==> config.mk <==
export PLATFORM = sky130hd
export DESIGN_NAME = posit_encode_round_pipe_flat
export DESIGN_NICKNAME = d
export VERILOG_FILES = /design/src/rtl/posit_encode_round_pipe_pkg.sv /design/src/rtl/posit_encode_round_pipe_if.sv /design/src/rtl/posit_encode_round_pipe_regime_pack.sv /design/src/rtl/posit_encode_round_pipe.sv /design/src/flat_wrapper.sv
export SDC_FILE = /design/constraint.sdc
export NUM_CORES = 1
export LEC_CHECK = 0
export CAP_MARGIN = 20
export CORE_UTILIZATION = 50
export DETAILED_ROUTE_END_ITERATION = 12
export DONT_BUFFER_PORTS = 1
export PLACE_DENSITY = 0.69
export REMOVE_ABC_BUFFERS = 1
export SLEW_MARGIN = 10
export SYNTH_ARGS = -nofsm -noshare
export SYNTH_HDL_FRONTEND = slang
export SYNTH_SLANG_ARGS = --single-unit
==> constraint.sdc <==
create_clock -name clock -period 4.2 [get_ports clock]
set_clock_uncertainty 0.2 [all_clocks]
set_input_delay 0.84 -clock clock [delete_from_list [all_inputs] [get_ports clock]]
set_output_delay 0.84 -clock clock [all_outputs]
set_load 0.02 [all_outputs]
==> src/rtl/posit_encode_round_pipe_pkg.sv <==
// Shared definitions for the posit encode/round pipeline: derived field widths,
// special-value constants and the stage-1 flag payload.
package PositEncodeDef;

    // Fraction field width of an unpacked posit (hidden bit excluded).
    function automatic int getFractionBits(input int width, input int es);
        return width - 3 - es;
    endfunction

    // Signed exponent width able to hold +/-(width-1)*2^es.
    function automatic int getExponentBits(input int width, input int es);
        return $clog2(((width - 1) << es) + 1) + 1;
    endfunction

    // Largest positive posit: 0 followed by all ones.
    function automatic logic [63:0] maxposBits(input int width);
        return (64'd1 << (width - 1)) - 64'd1;
    endfunction

    // Smallest positive posit: 0...01.
    function automatic logic [63:0] minposBits(input int width);
        return (width > 0) ? 64'd1 : 64'd0;
    endfunction

    // NaR / infinity: 1 followed by all zeros.
    function automatic logic [63:0] infBits(input int width);
        return 64'd1 << (width - 1);
    endfunction

    // Width-independent part of the stage-1 payload; the kept body bits
    // travel next to it in their own register.
    typedef struct packed {
        logic sign;
        logic is_zero;
        logic is_inf;
        logic round_up;
        logic sat_max;
        logic sat_min;
        logic inexact;
    } s1_flags_t;

endpackage

==> src/rtl/posit_encode_round_pipe_if.sv <==
// Stream interface for the posit encoder: unpacked posit in, packed posit out.
interface posit_encode_round_pipe_if
    import PositEncodeDef::*;
#(
    parameter int WIDTH = 8,
    parameter int ES = 1,
    parameter int TRAILING_BITS = 2
);
    localparam int FRAC_BITS = getFractionBits(WIDTH, ES);
    localparam int EXP_BITS = getExponentBits(WIDTH, ES);

    logic                       in_valid;
    logic                       in_ready;
    logic                       in_sign;
    logic                       in_isZero;
    logic                       in_isInf;
    logic signed [EXP_BITS-1:0] in_exponent;
    logic [FRAC_BITS-1:0]       in_fraction;
    logic [TRAILING_BITS-1:0]   in_trailing;
    logic                       in_sticky;
    logic                       out_valid;
    logic                       out_ready;
    logic [WIDTH-1:0]           out_data;
    logic                       out_inexact;

    // Producer of unpacked beats and consumer of packed results.
    modport master (
        output in_valid, in_sign, in_isZero, in_isInf, in_exponent,
               in_fraction, in_trailing, in_sticky, out_ready,
        input  in_ready, out_valid, out_data, out_inexact
    );

    // The encoder itself.
    modport slave (
        input  in_valid, in_sign, in_isZero, in_isInf, in_exponent,
               in_fraction, in_trailing, in_sticky, out_ready,
        output in_ready, out_valid, out_data, out_inexact
    );

endinterface

==> src/rtl/posit_encode_round_pipe_regime_pack.sv <==
// Combinational regime/es/fraction packer: builds the body string of a positive
// posit, truncates it to WIDTH-1 bits and derives rounding and saturation.
module posit_regime_pack
    import PositEncodeDef::*;
#(
    parameter int WIDTH = 8,
    parameter int ES = 1,
    parameter int TRAILING_BITS = 2,
    localparam int FRAC_BITS = getFractionBits(WIDTH, ES),
    localparam int EXP_BITS = getExponentBits(WIDTH, ES)
) (
    input  logic signed [EXP_BITS-1:0] exponent,
    input  logic [FRAC_BITS-1:0]       fraction,
    input  logic [TRAILING_BITS-1:0]   trailing,
    input  logic                       sticky,
    output logic [WIDTH-2:0]           kept,
    output logic                       round_up,
    output logic                       sat_max,
    output logic                       sat_min,
    output logic                       inexact
);
    localparam int T_W = ES + FRAC_BITS + TRAILING_BITS;
    // Two head bits, the tail, and WIDTH-1 zero pad so the longest in-range
    // regime shift never pushes tail bits off the bottom.
    localparam int V_W = WIDTH + T_W + 1;
    localparam logic signed [EXP_BITS-1:0] MAX_E = EXP_BITS'((WIDTH - 2) << ES);
    localparam logic signed [EXP_BITS-1:0] MIN_E = -MAX_E;

    logic [T_W-1:0]             tail;
    logic signed [EXP_BITS-1:0] k;
    logic [EXP_BITS-1:0]        shamt;
    logic signed [V_W-1:0]      v;
    logic signed [V_W-1:0]      v_sh;
    logic                       guard;
    logic                       rest;
    logic                       over;
    logic                       under;
    logic                       carry;
    logic                       zero_rnd;

    // es is the low ES bits of the combined exponent.
    if (ES > 0) begin : g_es
        assign tail = {exponent[ES-1:0], fraction, trailing};
    end else begin : g_no_es
        assign tail = {fraction, trailing};
    end

    // Regime via arithmetic shift: "10" shifted by k gives k+1 ones then a zero,
    // "01" shifted by -k-1 gives -k zeros then a one.
    always_comb begin
        k        = exponent >>> ES;
        shamt    = k[EXP_BITS-1] ? ~k : k;
        v        = k[EXP_BITS-1] ? {2'b01, tail, {(WIDTH - 1){1'b0}}}
                                 : {2'b10, tail, {(WIDTH - 1){1'b0}}};
        v_sh     = v >>> shamt;
        kept     = v_sh[V_W-1 -: WIDTH-1];
        guard    = v_sh[V_W-WIDTH];
        rest     = (|v_sh[V_W-WIDTH-1:0]) | sticky;
        round_up = guard & (rest | kept[0]);
        over     = exponent > MAX_E;
        under    = exponent < MIN_E;
        carry    = round_up & (&kept);
        zero_rnd = ~(|kept) & ~round_up;
        sat_max  = over | carry;
        sat_min  = ~over & (under | zero_rnd);
        inexact  = guard | rest | over | under | carry | zero_rnd;
    end

endmodule

==> src/rtl/posit_encode_round_pipe.sv <==
// Two-stage posit encoder with round-to-nearest-even and valid/ready flow control.
// Stage 1 holds the truncated body and rounding/saturation decisions; stage 2
// holds the final signed packed posit.
module posit_encode_round_pipe
    import PositEncodeDef::*;
#(
    parameter int WIDTH = 8,
    parameter int ES = 1,
    parameter int TRAILING_BITS = 2
) (
    input logic                      clock,
    input logic                      reset,
    posit_encode_round_pipe_if.slave bus
);
    localparam logic [WIDTH-1:0] MAXPOS = WIDTH'(maxposBits(WIDTH));
    localparam logic [WIDTH-1:0] MINPOS = WIDTH'(minposBits(WIDTH));
    localparam logic [WIDTH-1:0] INF    = WIDTH'(infBits(WIDTH));

    logic             vld_p1;
    logic             vld_p2;
    logic             en_p1;
    logic             en_p2;
    logic [WIDTH-2:0] kept_c;
    logic             round_up_c;
    logic             sat_max_c;
    logic             sat_min_c;
    logic             inexact_c;
    s1_flags_t        flags_c;
    logic [WIDTH-2:0] body_p1;
    s1_flags_t        flags_p1;
    logic [WIDTH-1:0] data_p2;
    logic             inexact_p2;

    // Rounded, saturated magnitude of the positive encoding.
    function automatic logic [WIDTH-1:0] round_sat(input logic [WIDTH-2:0] body,
                                                   input s1_flags_t f);
        if (f.sat_max)
            return MAXPOS;
        else if (f.sat_min)
            return MINPOS;
        else
            return {1'b0, body} + WIDTH'(f.round_up);
    endfunction

    // Specials override everything; negatives are the two's complement.
    function automatic logic [WIDTH-1:0] finish_sign(input logic [WIDTH-1:0] mag,
                                                     input s1_flags_t f);
        if (f.is_zero)
            return '0;
        else if (f.is_inf)
            return INF;
        else if (f.sign)
            return -mag;
        else
            return mag;
    endfunction

    posit_regime_pack #(
        .WIDTH(WIDTH),
        .ES(ES),
        .TRAILING_BITS(TRAILING_BITS)
    ) u_pack (
        .exponent(bus.in_exponent),
        .fraction(bus.in_fraction),
        .trailing(bus.in_trailing),
        .sticky(bus.in_sticky),
        .kept(kept_c),
        .round_up(round_up_c),
        .sat_max(sat_max_c),
        .sat_min(sat_min_c),
        .inexact(inexact_c)
    );

    // A stage loads when empty or when the stage after it moves this cycle.
    assign en_p2        = !vld_p2 | bus.out_ready;
    assign en_p1        = !vld_p1 | en_p2;
    assign bus.in_ready = en_p1;

    // Gather the stage-1 flags; specials are never reported as inexact.
    always_comb begin
        flags_c          = '0;
        flags_c.sign     = bus.in_sign;
        flags_c.is_zero  = bus.in_isZero;
        flags_c.is_inf   = bus.in_isInf;
        flags_c.round_up = round_up_c;
        flags_c.sat_max  = sat_max_c;
        flags_c.sat_min  = sat_min_c;
        flags_c.inexact  = inexact_c & ~bus.in_isZero & ~bus.in_isInf;
    end

    // Valid bits for both stages.
    always_ff @(posedge clock) begin
        if (reset) begin
            vld_p1 <= 1'b0;
            vld_p2 <= 1'b0;
        end else begin
            if (en_p1)
                vld_p1 <= bus.in_valid;
            if (en_p2)
                vld_p2 <= vld_p1;
        end
    end

    // ---- stage 1: truncated body and rounding/saturation decisions ----
    always_ff @(posedge clock) begin
        if (en_p1 & bus.in_valid) begin
            body_p1  <= kept_c;
            flags_p1 <= flags_c;
        end
    end

    // ---- stage 2: increment, saturate, negate into the output register ----
    always_ff @(posedge clock) begin
        if (reset) begin
            data_p2    <= '0;
            inexact_p2 <= 1'b0;
        end else if (en_p2 & vld_p1) begin
            data_p2    <= finish_sign(round_sat(body_p1, flags_p1), flags_p1);
            inexact_p2 <= flags_p1.inexact;
        end
    end

    assign bus.out_valid   = vld_p2;
    assign bus.out_data    = data_p2;
    assign bus.out_inexact = inexact_p2;

endmodule

==> src/flat_wrapper.sv <==
// flat-port wrapper written by rule: the top's interface ports become plain ports
module posit_encode_round_pipe_flat import PositEncodeDef::*;
#(
    parameter int WIDTH = 8,
    parameter int ES = 1,
    parameter int TRAILING_BITS = 2
)
  (clock, reset, bus_in_valid, bus_in_sign, bus_in_isZero, bus_in_isInf, bus_in_exponent, bus_in_fraction, bus_in_trailing, bus_in_sticky, bus_out_ready, bus_in_ready, bus_out_valid, bus_out_data, bus_out_inexact);
  posit_encode_round_pipe_if #(.WIDTH(WIDTH), .ES(ES), .TRAILING_BITS(TRAILING_BITS)) bus_i ();
  input logic clock;
  input logic reset;
  input wire logic [$bits(bus_i.in_valid)-1:0] bus_in_valid;
  input wire logic [$bits(bus_i.in_sign)-1:0] bus_in_sign;
  input wire logic [$bits(bus_i.in_isZero)-1:0] bus_in_isZero;
  input wire logic [$bits(bus_i.in_isInf)-1:0] bus_in_isInf;
  input wire logic [$bits(bus_i.in_exponent)-1:0] bus_in_exponent;
  input wire logic [$bits(bus_i.in_fraction)-1:0] bus_in_fraction;
  input wire logic [$bits(bus_i.in_trailing)-1:0] bus_in_trailing;
  input wire logic [$bits(bus_i.in_sticky)-1:0] bus_in_sticky;
  input wire logic [$bits(bus_i.out_ready)-1:0] bus_out_ready;
  output wire logic [$bits(bus_i.in_ready)-1:0] bus_in_ready;
  output wire logic [$bits(bus_i.out_valid)-1:0] bus_out_valid;
  output wire logic [$bits(bus_i.out_data)-1:0] bus_out_data;
  output wire logic [$bits(bus_i.out_inexact)-1:0] bus_out_inexact;
  assign bus_i.in_valid = bus_in_valid;
  assign bus_i.in_sign = bus_in_sign;
  assign bus_i.in_isZero = bus_in_isZero;
  assign bus_i.in_isInf = bus_in_isInf;
  assign bus_i.in_exponent = bus_in_exponent;
  assign bus_i.in_fraction = bus_in_fraction;
  assign bus_i.in_trailing = bus_in_trailing;
  assign bus_i.in_sticky = bus_in_sticky;
  assign bus_i.out_ready = bus_out_ready;
  assign bus_in_ready = bus_i.in_ready;
  assign bus_out_valid = bus_i.out_valid;
  assign bus_out_data = bus_i.out_data;
  assign bus_out_inexact = bus_i.out_inexact;
  posit_encode_round_pipe #(.WIDTH(WIDTH), .ES(ES), .TRAILING_BITS(TRAILING_BITS)) u_core (.clock(clock), .reset(reset), .bus(bus_i));
endmodule
==> impl_metrics.xml <==
<?xml version="1.0" encoding="UTF-8"?>
<metrics>
  <group name="yosys">
    <metric name="mappedNetlistArea" unit="mm²">0.00177</metric>
    <metric name="yosysUniqueCellTypes" unit="">51</metric>
    <metric name="post_synth_inst_count" unit="">198</metric>
    <metric name="synth_async_sr_flop_share" unit="%">0</metric>
    <metric name="dominantRegCellSynth" unit="">edfxtp_1</metric>
    <metric name="synth_sequential_area_ratio" unit="%">36.3</metric>
    <metric name="ys_warn_count" unit="">0</metric>
    <metric name="synth_edf_count" unit="">14</metric>
    <metric name="yosys_register_bits" unit="">25</metric>
    <metric name="post_synth.cell_area_avg" unit="µm²">8.92</metric>
  </group>
  <group name="worst_setup_path">
    <metric name="wp_data_arrival" unit="ns">2.48</metric>
    <metric name="endpoint_kind" unit="">flip-flop</metric>
    <metric name="cell_breakdown_of_the_critical_path" unit="">ha_1 -&gt; ha_1 -&gt; xor2_1 -&gt; nor3b_2 -&gt; a41oi_1 -&gt; or3_1 -&gt; a21oi_1 -&gt; o41ai_1</metric>
    <metric name="critical-path-top-cell-by-count" unit="">ha_1</metric>
    <metric name="crit_fanout" unit="">4</metric>
    <metric name="max_stage_delay" unit="ns">0.41</metric>
    <metric name="crit_path_start_kind" unit="">flip-flop</metric>
    <metric name="path_buf_inv" unit="">0</metric>
    <metric name="setup.worst_path.class" unit="">reg -&gt; reg</metric>
    <metric name="cpLargestDelayFamily" unit="">simple AND/OR/NAND/NOR gates</metric>
    <metric name="required" unit="ns">4.22</metric>
    <metric name="critical-path-slowest-cell" unit="">edfxtp_1</metric>
  </group>
  <group name="drt">
    <metric name="drt_pre_antenna_iters" unit="">4</metric>
    <metric name="detail_route.iter0.violations" unit="">104</metric>
    <metric name="final_antenna_net_count" unit="">0</metric>
    <metric name="total_number_of_vias" unit="">1419</metric>
    <metric name="detail_route.vias_per_cell" unit="">6.01</metric>
    <metric name="detail_route.wl_per_cell" unit="µm">14.8</metric>
    <metric name="drc" unit="">0</metric>
    <metric name="routed_wirelength" unit="µm">3490</metric>
  </group>
  <group name="floorplan">
    <metric name="design.core.area" unit="mm²">0.00336</metric>
    <metric name="die_height" unit="µm">61.4</metric>
    <metric name="die_area" unit="mm²">0.00377</metric>
    <metric name="fp-row-count" unit="">21</metric>
    <metric name="die_w" unit="µm">61.4</metric>
    <metric name="num_io_pins" unit="">30</metric>
    <metric name="start_util" unit="%">52.5</metric>
  </group>
  <group name="outcome">
    <metric name="outcome" unit="">complete, no violations</metric>
  </group>
  <group name="sta">
    <metric name="final_worst_path_period_share" unit="%">58.7</metric>
    <metric name="tns_setup" unit="ns">0</metric>
    <metric name="fin_worst_hold_slack" unit="ns">0.325</metric>
    <metric name="tightestPinTransition" unit="ns">0.627</metric>
    <metric name="final_critical_path_setup_slack" unit="ns">1.74</metric>
    <metric name="minimum_period_implied_by_the_final_worst_setup_slack" unit="ns">2.46</metric>
    <metric name="rsz0062_at_grt" unit="">false</metric>
    <metric name="timing_hold_violations_final" unit="">0</metric>
    <metric name="setup_viol" unit="">0</metric>
    <metric name="maxClockFrequency" unit="GHz">0.406</metric>
    <metric name="worst_rel_slew_slack" unit="%">58.0</metric>
    <metric name="timing_max_transition_violations_final" unit="">0</metric>
  </group>
  <group name="finish">
    <metric name="fin_nets" unit="">216</metric>
    <metric name="n_antenna_cell" unit="">0</metric>
    <metric name="postLayoutCoreUtil" unit="%">53.3</metric>
    <metric name="nFillCells" unit="">329</metric>
    <metric name="area_delta_synth_final" unit="%">1.49</metric>
    <metric name="postLayoutCellArea" unit="mm²">0.00179</metric>
    <metric name="multiInputGateArea" unit="mm²">0.00103</metric>
    <metric name="sequential_cell_area" unit="µm²">641</metric>
    <metric name="drive_gt1_share" unit="%">8.95</metric>
  </group>
  <group name="place">
    <metric name="dp_worst_setup_slack" unit="ns">1.54</metric>
    <metric name="dpl_cell_area" unit="mm²">0.00176</metric>
    <metric name="port_bufs" unit="">0</metric>
    <metric name="dp.final_hpwl" unit="µm">2700</metric>
    <metric name="gpl.final_weighted_congestion" unit="">0.847</metric>
  </group>
  <group name="grt">
    <metric name="number_of_global_route_vias_before_repair" unit="">1347</metric>
    <metric name="groute.usage.overall" unit="%">20.6</metric>
    <metric name="maximum_number_of_pins_on_one_net_before_global_route_repair" unit="">25</metric>
    <metric name="grt_first_pass_wirelength" unit="µm">5800</metric>
    <metric name="global_route.overflow_total" unit="">0</metric>
    <metric name="grt.busiest_layer" unit="">met2</metric>
    <metric name="gr-usage-met1" unit="%">27.5</metric>
    <metric name="antenna_found_initial" unit="">0</metric>
    <metric name="use_met3" unit="%">4.20</metric>
    <metric name="grtUsageMet2" unit="%">34.2</metric>
  </group>
  <group name="pwr">
    <metric name="p_per_area" unit="mW/mm²">291</metric>
    <metric name="power.leakage" unit="nW">0.646</metric>
    <metric name="peakVddDrop" unit="V">0.000206</metric>
  </group>
  <group name="clock_network">
    <metric name="cts_inserted_buffers" unit="">3</metric>
    <metric name="htreeDepth" unit="">1</metric>
    <metric name="clock_insertion_delay_worst_skew" unit="ns">0.31</metric>
    <metric name="cts_setup_buffers" unit="">0</metric>
    <metric name="total_of_cells_resized_after_clock_tree_synthesis" unit="">0</metric>
    <metric name="cts_tree" unit="">yes</metric>
    <metric name="tritoncts_num_sinks" unit="">25</metric>
    <metric name="ctsLongestPathBuffers" unit="">2</metric>
    <metric name="clock_slew_at_reported_path_ffs" unit="ns">0.14</metric>
    <metric name="quantity_of_hold_fixing_buffers_added_after_cts" unit="">0</metric>
    <metric name="cts_root_buf" unit="">clkbuf_4</metric>
  </group>
  <group name="flow_run">
    <metric name="max_cap_violations" unit="">0</metric>
  </group>
  <group name="worst_hold_path">
    <metric name="min_path_type" unit="">reg -&gt; reg</metric>
  </group>
</metrics>
-- path summary, 6_finish.rpt --
kind	endpoint	startpoint	depth (start not counted)	slack [ns]
min	u_core.bus.out_valid	u_core.vld_p1	2	0.33
max reg2reg	u_core.bus.out_data[7]	u_core.body_p1[0]	8	1.74
min reg2reg	u_core.bus.out_valid	u_core.vld_p1	2	0.33
max	u_core.bus.out_data[7]	u_core.body_p1[0]	8	1.74
-- through the flow --
step	cells	total power [mW]
floorplan	186	0.399
global placement	232	0.419
detailed placement	232	0.422
CTS	236	0.528
global route	236	0.557
finish	236	0.522
-- Yosys cell counts, types with 2 or more instances --
| cell type | instances | area, µm² |
|---|---|---|
| nor2_1 | 18 | 67.6 |
| a21oi_1 | 17 | 85.1 |
| edfxtp_1 | 14 | 420 |
| nand2_1 | 14 | 52.6 |
| o21ai_0 | 13 | 65.1 |
| dfxtp_1 | 11 | 220 |
| nand3_1 | 11 | 55.1 |
| inv_1 | 8 | 30.0 |
| clkbuf_1 | 6 | 22.5 |
| ha_1 | 6 | 75.1 |
| nor2b_1 | 6 | 37.5 |
| nor3_1 | 5 | 25.0 |
| or3_1 | 5 | 31.3 |
| mux4_2 | 4 | 90.1 |
| nand2b_1 | 4 | 25.0 |
| a31oi_1 | 3 | 18.8 |
| buf_2 | 3 | 15.0 |
| mux2_2 | 3 | 33.8 |
| mux2i_1 | 3 | 30.0 |
| nor4_1 | 3 | 18.8 |
| xnor2_1 | 3 | 26.3 |
| xor2_1 | 3 | 26.3 |
| a21o_1 | 2 | 15.0 |
| a22o_1 | 2 | 17.5 |
| a22oi_1 | 2 | 15.0 |
| a311oi_1 | 2 | 17.5 |
| a41oi_1 | 2 | 17.5 |
| o211ai_1 | 2 | 15.0 |
-- kinds of logic after synthesis --
group	synth area share [%]
AO/OA/AOI/OAI	21.1
XOR/XNOR	3.90
adder cells (fa/ha/maj)	4.25
buffers and inverters	5.31
flip-flops	36.3
multiplexers	8.71
AND/OR/NAND/NOR	20.5
-- registers in the layout, indices dropped and copies added, names as in the netlist --
signal	cells
u_core.bus.out_valid	1
u_core.vld_p1	1
u_core.flags_p1	7
u_core.bus.out_inexact	1
u_core.body_p1	7
u_core.bus.out_data	8
-- power by group --
group          internal (mW)  leakage [nW]  switching (mW)
Combinational         0.0560         0.401          0.0651
Clock                 0.0369        0.0183          0.0675
Sequential             0.277         0.227          0.0190
Total                  0.370         0.646           0.152
-- layout by cell type, fill, tap and decap left out, types with 5 or more instances in the layout --
cell type	count
nand3_1	11
dfxtp_1	11
nand2_1	14
or3_1	5
nor2b_1	6
inv_1	8
edfxtp_1	14
nor3_1	5
o21ai_0	13
a21oi_1	17
ha_1	6
nor2_1	18
-- worst reg2reg max path: cells and delay by family (launching register included) --
kind                     cells  cell delay [ns]
AND/OR/NAND/NOR              2             0.65
adder cells (fa/ha/maj)      2             0.48
AO/OA/AOI/OAI                3             0.47
XOR/XNOR                     1             0.18
flip-flops                   1             0.41
-- cell type report --
cell class              instances  share of cell area, %
clock inverters                 1                  0.349
flip-flops and latches         25                   35.7
clock buffers                   3                   1.26
multi-input cells             152                   57.6
well taps                      46                   3.21
inverters                       9                   1.88
-- routing by layer --
metal / wire length, µm / share of wire (%) / vias to the layer above
li1: - / - / 723
met1: 1640 / 47 / 663
met2: 1690 / 48 / 31
met3: 144 / 4.1 / 2
met4: 20 / 0.57 / 0
met5: 0 / 0 / -
No activity file was read; power rests on OpenSTA's default activity.
